--- src/rtl/vram_pkg.sv ---
// Shared constants and FSM encoding for the framebuffer arbiter.
// Build option: VRAM_CPU_READ_EN enables real CPU reads through the RAM.
package vram_pkg;

    localparam int VRAM_AW = 16;
    localparam int VRAM_DW = 8;

    // Impossible visible coordinate, so the first visible pixel always fetches
    localparam logic [VRAM_AW-1:0] LAST_RST = 16'hFFFF;

    typedef enum logic [1:0] {
        IDLE     = 2'd0,
        DISP_CAP = 2'd1,
        CPU_WR   = 2'd2
`ifdef VRAM_CPU_READ_EN
        ,
        CPU_CAP  = 2'd3
`endif
    } state_e;

endpackage

--- src/rtl/vram_arbiter.sv ---
// Single-port framebuffer arbiter: display fetches win, CPU gets the rest.
// Build option: VRAM_CPU_READ_EN (undefined = reads ack with zero data).
module vram_arbiter
    import vram_pkg::*;
(
    input  logic               clk,
    input  logic               rst_n,
    input  logic               disp_vis,
    input  logic [7:0]         disp_h,
    input  logic [7:0]         disp_v,
    output logic [VRAM_DW-1:0] disp_pixel,
    input  logic               cpu_req,
    input  logic               cpu_we,
    input  logic [VRAM_AW-1:0] cpu_addr,
    input  logic [VRAM_DW-1:0] cpu_wdata,
    output logic [VRAM_DW-1:0] cpu_rdata,
    output logic               cpu_ack,
    output logic [VRAM_AW-1:0] ram_addr,
    output logic               ram_we,
    output logic [VRAM_DW-1:0] ram_wdata,
    input  logic [VRAM_DW-1:0] ram_rdata
);

    state_e             state_q, state_d;
    logic [VRAM_AW-1:0] last_q, last_d;
    logic               pend_q, pend_d;
    logic [VRAM_AW-1:0] ram_addr_q, ram_addr_d;
    logic               ram_we_q, ram_we_d;
    logic [VRAM_DW-1:0] ram_wdata_q, ram_wdata_d;
    logic               cpu_ack_q, cpu_ack_d;
    logic [VRAM_DW-1:0] cpu_rdata_q, cpu_rdata_d;
    logic [VRAM_DW-1:0] disp_pixel_q, disp_pixel_d;

    logic [VRAM_AW-1:0] coord;
    logic               slot;
    logic               cpu_go;

    assign coord  = {disp_v, disp_h};
    assign slot   = disp_vis && (pend_q || (coord != last_q));
    // The ack cycle itself never starts a new op, so acks cannot abut
    assign cpu_go = cpu_req && !cpu_ack_q;

    always_ff @(posedge clk or negedge rst_n) begin
        if (!rst_n) begin
            state_q      <= IDLE;
            last_q       <= LAST_RST;
            pend_q       <= 1'b0;
            ram_addr_q   <= '0;
            ram_we_q     <= 1'b0;
            ram_wdata_q  <= '0;
            cpu_ack_q    <= 1'b0;
            cpu_rdata_q  <= '0;
            disp_pixel_q <= '0;
        end else begin
            state_q      <= state_d;
            last_q       <= last_d;
            pend_q       <= pend_d;
            ram_addr_q   <= ram_addr_d;
            ram_we_q     <= ram_we_d;
            ram_wdata_q  <= ram_wdata_d;
            cpu_ack_q    <= cpu_ack_d;
            cpu_rdata_q  <= cpu_rdata_d;
            disp_pixel_q <= disp_pixel_d;
        end
    end

    always_comb begin
        state_d = state_q;
        unique case (state_q)
            IDLE: begin
                if (slot) begin
                    state_d = DISP_CAP;
                end else if (cpu_go && cpu_we) begin
                    state_d = CPU_WR;
                end
`ifdef VRAM_CPU_READ_EN
                else if (cpu_go) begin
                    state_d = CPU_CAP;
                end
`endif
            end
            DISP_CAP: state_d = IDLE;
            CPU_WR:   state_d = IDLE;
`ifdef VRAM_CPU_READ_EN
            CPU_CAP:  state_d = IDLE;
`endif
            default:  state_d = IDLE;
        endcase
    end

    always_comb begin
        ram_addr_d   = ram_addr_q;
        ram_we_d     = 1'b0;
        ram_wdata_d  = ram_wdata_q;
        cpu_ack_d    = 1'b0;
        cpu_rdata_d  = cpu_rdata_q;
        disp_pixel_d = disp_pixel_q;
        last_d       = last_q;
        pend_d       = slot;
        unique case (state_q)
            IDLE: begin
                if (slot) begin
                    ram_addr_d = coord;
                    last_d     = coord;
                    pend_d     = 1'b0;
                end else if (cpu_go && cpu_we) begin
                    ram_addr_d  = cpu_addr;
                    ram_wdata_d = cpu_wdata;
                    ram_we_d    = 1'b1;
                end else if (cpu_go) begin
`ifdef VRAM_CPU_READ_EN
                    ram_addr_d = cpu_addr;
`else
                    cpu_rdata_d = '0;
                    cpu_ack_d   = 1'b1;
`endif
                end
            end
            DISP_CAP: disp_pixel_d = ram_rdata;
            CPU_WR:   cpu_ack_d = 1'b1;
`ifdef VRAM_CPU_READ_EN
            CPU_CAP: begin
                cpu_rdata_d = ram_rdata;
                cpu_ack_d   = 1'b1;
            end
`endif
            default: ;
        endcase
        if (!disp_vis) begin
            disp_pixel_d = '0;
        end
    end

    assign disp_pixel = disp_pixel_q;
    assign cpu_rdata  = cpu_rdata_q;
    assign cpu_ack    = cpu_ack_q;
    assign ram_addr   = ram_addr_q;
    assign ram_we     = ram_we_q;
    assign ram_wdata  = ram_wdata_q;

endmodule

--- config.mk ---
export PLATFORM = sky130hd
export DESIGN_NAME = vram_arbiter
export DESIGN_NICKNAME = d
export VERILOG_FILES = /design/src/rtl/vram_pkg.sv /design/src/rtl/vram_arbiter.sv
export SDC_FILE = /design/constraint.sdc
export NUM_CORES = 1
export LEC_CHECK = 0
export CAP_MARGIN = 40
export CORE_MARGIN = 8
export CORE_UTILIZATION = 62
export CTS_CLUSTER_DIAMETER = 30
export CTS_CLUSTER_SIZE = 24
export DETAILED_ROUTE_END_ITERATION = 7
export DONT_BUFFER_PORTS = 1
export PLACE_DENSITY = 0.78
export SYNTH_ARGS = -nofsm -noshare
export SYNTH_HDL_FRONTEND = slang
export SYNTH_SLANG_ARGS = --single-unit
export TNS_END_PERCENT = 100
--- constraint.sdc ---
create_clock -name clk -period 2.8 [get_ports clk]
set_clock_uncertainty 0.2 [all_clocks]
set_input_delay 0.42 -clock clk [delete_from_list [all_inputs] [get_ports clk]]
set_output_delay 0.42 -clock clk [all_outputs]
set_load 0.01 [all_outputs]
After elaboration in Yosys (flattened, before gate mapping)
Cells that the tools add are included.
Word-level totals
  bits in registers: 53
  input bits: 53
  output and inout bits: 42
Cells by class
  equality and inequality tests: 5
  mux-type cells: 15
  bitwise gates (word level): 1
  reduce and logical (&&, ||, !) cells: 10
Operators by type and width (number)
  $mux 16: 2
  $mux 8: 2
  $ne 16x16->1: 1
  $mux 1: 7
  $mux 2: 3
  $reduce_and 2->1: 2
  $logic_and 1x1->1: 3
  $ne 3x3->1 const B: 1
  $reduce_and 3->1: 1
  $eq 2x1->1 const B: 1
  $eq 2x2->1 const B: 1
  $logic_not 2->1: 1
  $ne 2x1->1 const B: 1
  $pmux 1 s2: 1
  $reduce_bool 2->1: 1
  $logic_not 1->1: 1
  $logic_or 1x1->1: 1
  $not 1->1: 1

Longest topological paths before layout
Gate-level depths: netlist of the first run.
  word-level depth: 6
  gate-level depth with buffers: 8

Least setup slack after synthesis of the first run
Ideal clock, no wire load.
  path kind: register to register
  start: reg last_q[4]
  end: reg ram_addr_q[0] (netlist: ram_addr[0])
  data arrival time: 2017 ps
  data required time: 2475 ps
  slack: 458 ps
  cell stages (with the launch flop): 8
  clock period less this slack: 2342 ps
  cell sequence: dfstp_2 -> xnor2_1 -> nand4_1 -> or3_4 -> o21ai_1 -> buf_2 -> mux2_2 -> mux2_4
On the way
  cells in the longest elaborated chain, start to end: 5
  elaborated cells on any way between the ends: 6
  those cells by class: eq/ne: 1; mux: 1; reduce/logical: 4
RTL lines
  from (decl): RTL line vram_arbiter.sv:25  | logic [VRAM_AW-1:0] last_q, last_d;
  from (signal assigned): RTL line vram_arbiter.sv:56  | last_q <= last_d;
  $ne 16x16->1 (*): RTL line vram_arbiter.sv:39  | assign slot = disp_vis && (pend_q || (coord != last_q));
  $logic_or 1x1->1 (*): RTL line vram_arbiter.sv:39
  $logic_and 1x1->1 (*): RTL line vram_arbiter.sv:39
  $reduce_bool 2->1 (no line)
  $reduce_and 2->1 (no line)
  to (signal assigned): RTL line vram_arbiter.sv:58  | ram_addr_q <= ram_addr_d;
  to (decl): RTL line vram_arbiter.sv:27  | logic [VRAM_AW-1:0] ram_addr_q, ram_addr_d;
Mark *: on every way between the ends. The rest lies on a longest branch, timed or not.
A chain may end at the register's enable or synchronous reset.

Worst setup path in the final report of the first run
  start: reg last_q[5]
  end: reg ram_addr_q[6] (netlist: ram_addr[6])
The elaborated chain is that of the path after synthesis.

==> results.md, run 1 <==
- Dpl cells: 222
- Yosys top cell area share: 36.6%
- Unrepaired setup endpoints after global routing: false
- DRT Pass-1 Iters: 4
- Initial Utilization: 63.6%
- Vias in the first global route: 1453
- Setup TNS: 0 ps
- Syn-to-layout area delta: 6.34%
- PwrDens: 669 nW/um2
- Max Root-Sink Buffers: 2
- Overall Global Routing Usage: 15.8%
- Ratio of final minimum period to clock period: 93.5%
- Clock buffer count from CTS: 5
- Final wirelength: 4980 um
- Initial antenna violation count: 0
- WP data arrival: 2610 ps
- Hold endpoint: disp_pixel[3]
- Critical path type: reg -> reg
- Worst rel slew slack: 66.5%
- Violation count after the first detailed-routing iteration: 40
- Worst-path clk slew: 90 ps
- Maxcap violations: 0
- Worst Path Required: 2790 ps
- IO Pins: 95
- CTS H-tree depth: 2
- Die area: 6380 um2
- TritonCTS clock tree: yes
- GR Overflow Total: 0
- Hold Crit Class: in -> reg
- Syn_area_per_cell: 14.4 um2
- Fin crit period: 2620 ps
- DPL Wire Length: 3790 um
- Netlist cell types: 27
- Largest net degree at the start of global routing: 54
- HP Start: disp_vis
- Clock Latency Late Sink: 300 ps
- Reg-to-reg endpoint: ram_addr[6]
- VDD IR max: 0.494 mV
- Final setup fails: 0
- Share of layout cells above drive strength 1: 48.9%
- Worst-Margin Slew: 502 ps
- Cell Area, Synth: 2530 um2
- DRC viols: 0
- Hold Path Depth: 1
- Final Hold Vio Count: 0
- Synth area leader: dfrtp_1
- IO buf count: 0
- Synth top area cells: dfrtp_1 (37%), mux2_2 (20%), dfstp_2 (17%)
- FF-to-FF Start: last_q[5]
- Via/cell ratio: 5.66
- P_leak: 1.18 nW
- Synth Warn #: 0
- Final Non-Filler Cells: 232
- Crit-path max FO: 15
- Die H: 79.8 um
- Sink Count: 53
- ANT nets after route: 0
- Nets@finish: 234
- Register-to-Register Path Depth: 7
- WL/cell: 21.5 um
- Max-slew violation count: 0
- Synth Register Bits: 53
- Fmax: 382 MHz
- Postcts setup bufs: 0
- Status: completed
- CP endpoint kind: register
- Total inserted antenna cells: 0
- Total number of vias: 1313
- CTS Root Cell: clkbuf_8
- Type of origin of the critical path: register
- First-pass GRT wire length: 7780 um
- Cells after Synth: 176
- Die Wd: 79.8 um
- Sequential share of the synthesized area: 53.3%
- Routability congestion estimate from global placement: 0.734
- Rows: 23
- R2R Setup Slk: 180 ps
- Core area: 3970 um2
-- final cells by class --
type | count | area, um2
Clock inverter | 3 | 17.5
Inverter | 1 | 3.75
Multi-Input combinational cell | 114 | 1110
Timing Repair Buffer | 6 | 80.1
Tap cell | 50 | 62.6
Sequential cell | 53 | 1350
Fill cell | 291 | 1280
Clock buffer | 5 | 68.8
-- repair_timing --
action                     in CTS  in global routing
hold buffers                    2                  0
hold endpoints to repair       53                  0
resized for setup               0                  1
setup endpoints to repair       0                 13
-- report_power, final --
part	total, W	internal [W]	switching (W)
logic	0.000318	0.000196	0.000122
registers	0.00107	0.000930	0.000141
clock network	0.000408	0.000173	0.000235
-- synthesized netlist by cell type --
cell	instances
mux2_2	46
clkbuf_1	2
dfstp_2	16
nor2_1	3
nor3b_1	1
mux2_4	10
a21oi_1	1
or3_4	1
nand2b_1	1
xnor2_1	4
nand3_1	1
buf_2	1
dfrtp_1	37
xor2_1	12
nand2_4	1
buf_6	1
buf_4	11
nand4b_1	1
o21ai_1	1
inv_1	1
o211ai_4	1
nor3_1	1
nand4_1	1
nor2b_1	10
nor4_1	2
mux2i_1	8
conb_1	1
-- through the flow --
| step | hold slack, ps | worst slack [ps] | total power, W | utilization [%] | area [um2] |
|---|---|---|---|---|---|
| 6_report | 56.3 | 181 | 0.00180 | 67.7 | 2690 |
| 5_1_grt | 37.0 | 1.50 | 0.00189 | 67.7 | 2690 |
| 4_1_cts | 45.5 | 135 | 0.00182 | 67.5 | 2680 |
| 3_5_place_dp | -74.1 | 139 | 0.00139 | 64.4 | 2560 |
| 3_3_place_gp | -74.1 | 200 | 0.00136 | 64.4 | 2560 |
| 2_1_floorplan | -75.6 | 458 | 0.00133 | - | 2550 |
-- placed cells by master (no fill, tap or decap), types with 3 or more instances in the layout --
cell type,count
mux2_2,46
dfrtp_1,37
dfstp_2,16
xor2_1,12
nor2b_1,10
mux2_4,10
mux2i_1,8
conb_1,8
clkbuf_8,5
xnor2_1,4
nor2_1,3
buf_4,3
-- cells by family after synthesis --
family          count (synthesis)  share of synthesized area (%)
simple gates                   23                           5.84
flops                          53                           53.3
buf+inv                        16                           4.36
xor+xnor                       16                           5.54
other cells                     1                          0.148
compound gates                  3                           1.24
mux                            64                           29.6
-- worst max path at each step --
stage / startpoint / end / slack, ps / depth (start not counted)
6_report: last_q[5] / ram_addr[6] / 180 / 7
5_1_grt: last_q[5] / ram_addr[11] / 2 / 7
4_1_cts: last_q[13] / ram_addr[9] / 130 / 7
3_5_place_dp: last_q[13] / ram_addr[6] / 140 / 7
3_3_place_gp: last_q[13] / ram_addr[3] / 200 / 7
2_1_floorplan: last_q[4] / ram_addr[0] / 460 / 7
-- per-layer routing --
layer / vias to the layer above / wire, um / track usage, %
met3: 4 / 561 / 6.53
li1: 598 / - / -
met4: 0 / 57 / 5.45
met1: 650 / 1880 / 17.8
met2: 61 / 2480 / 26.4
met5: - / 0 / 0
-- flip-flops by register name, indices dropped and copies added, names as in the netlist --
signal      flops
last_q         16
ram_addr       16
disp_pixel      8
ram_wdata       8
state_q         2
cpu_ack         1
pend_q          1
ram_we          1
-- worst max-delay path, cell delays in order (launching register included) --
cell and delay [ps]:
dfstp_2 540, xor2_1 60, nor4_1 320, nand3_1 270, o21ai_4 300, buf_12 200, mux2_2 350, mux2_2 270
Note: power is estimated with default switching activity, not from simulation.
==> run 2: changes to the inputs <==
- ABC_CLOCK_PERIOD_IN_PS: not set -> 2800
==> results of run 2 <==
The final DEF is identical to that of run 1; final timing and power are the same.
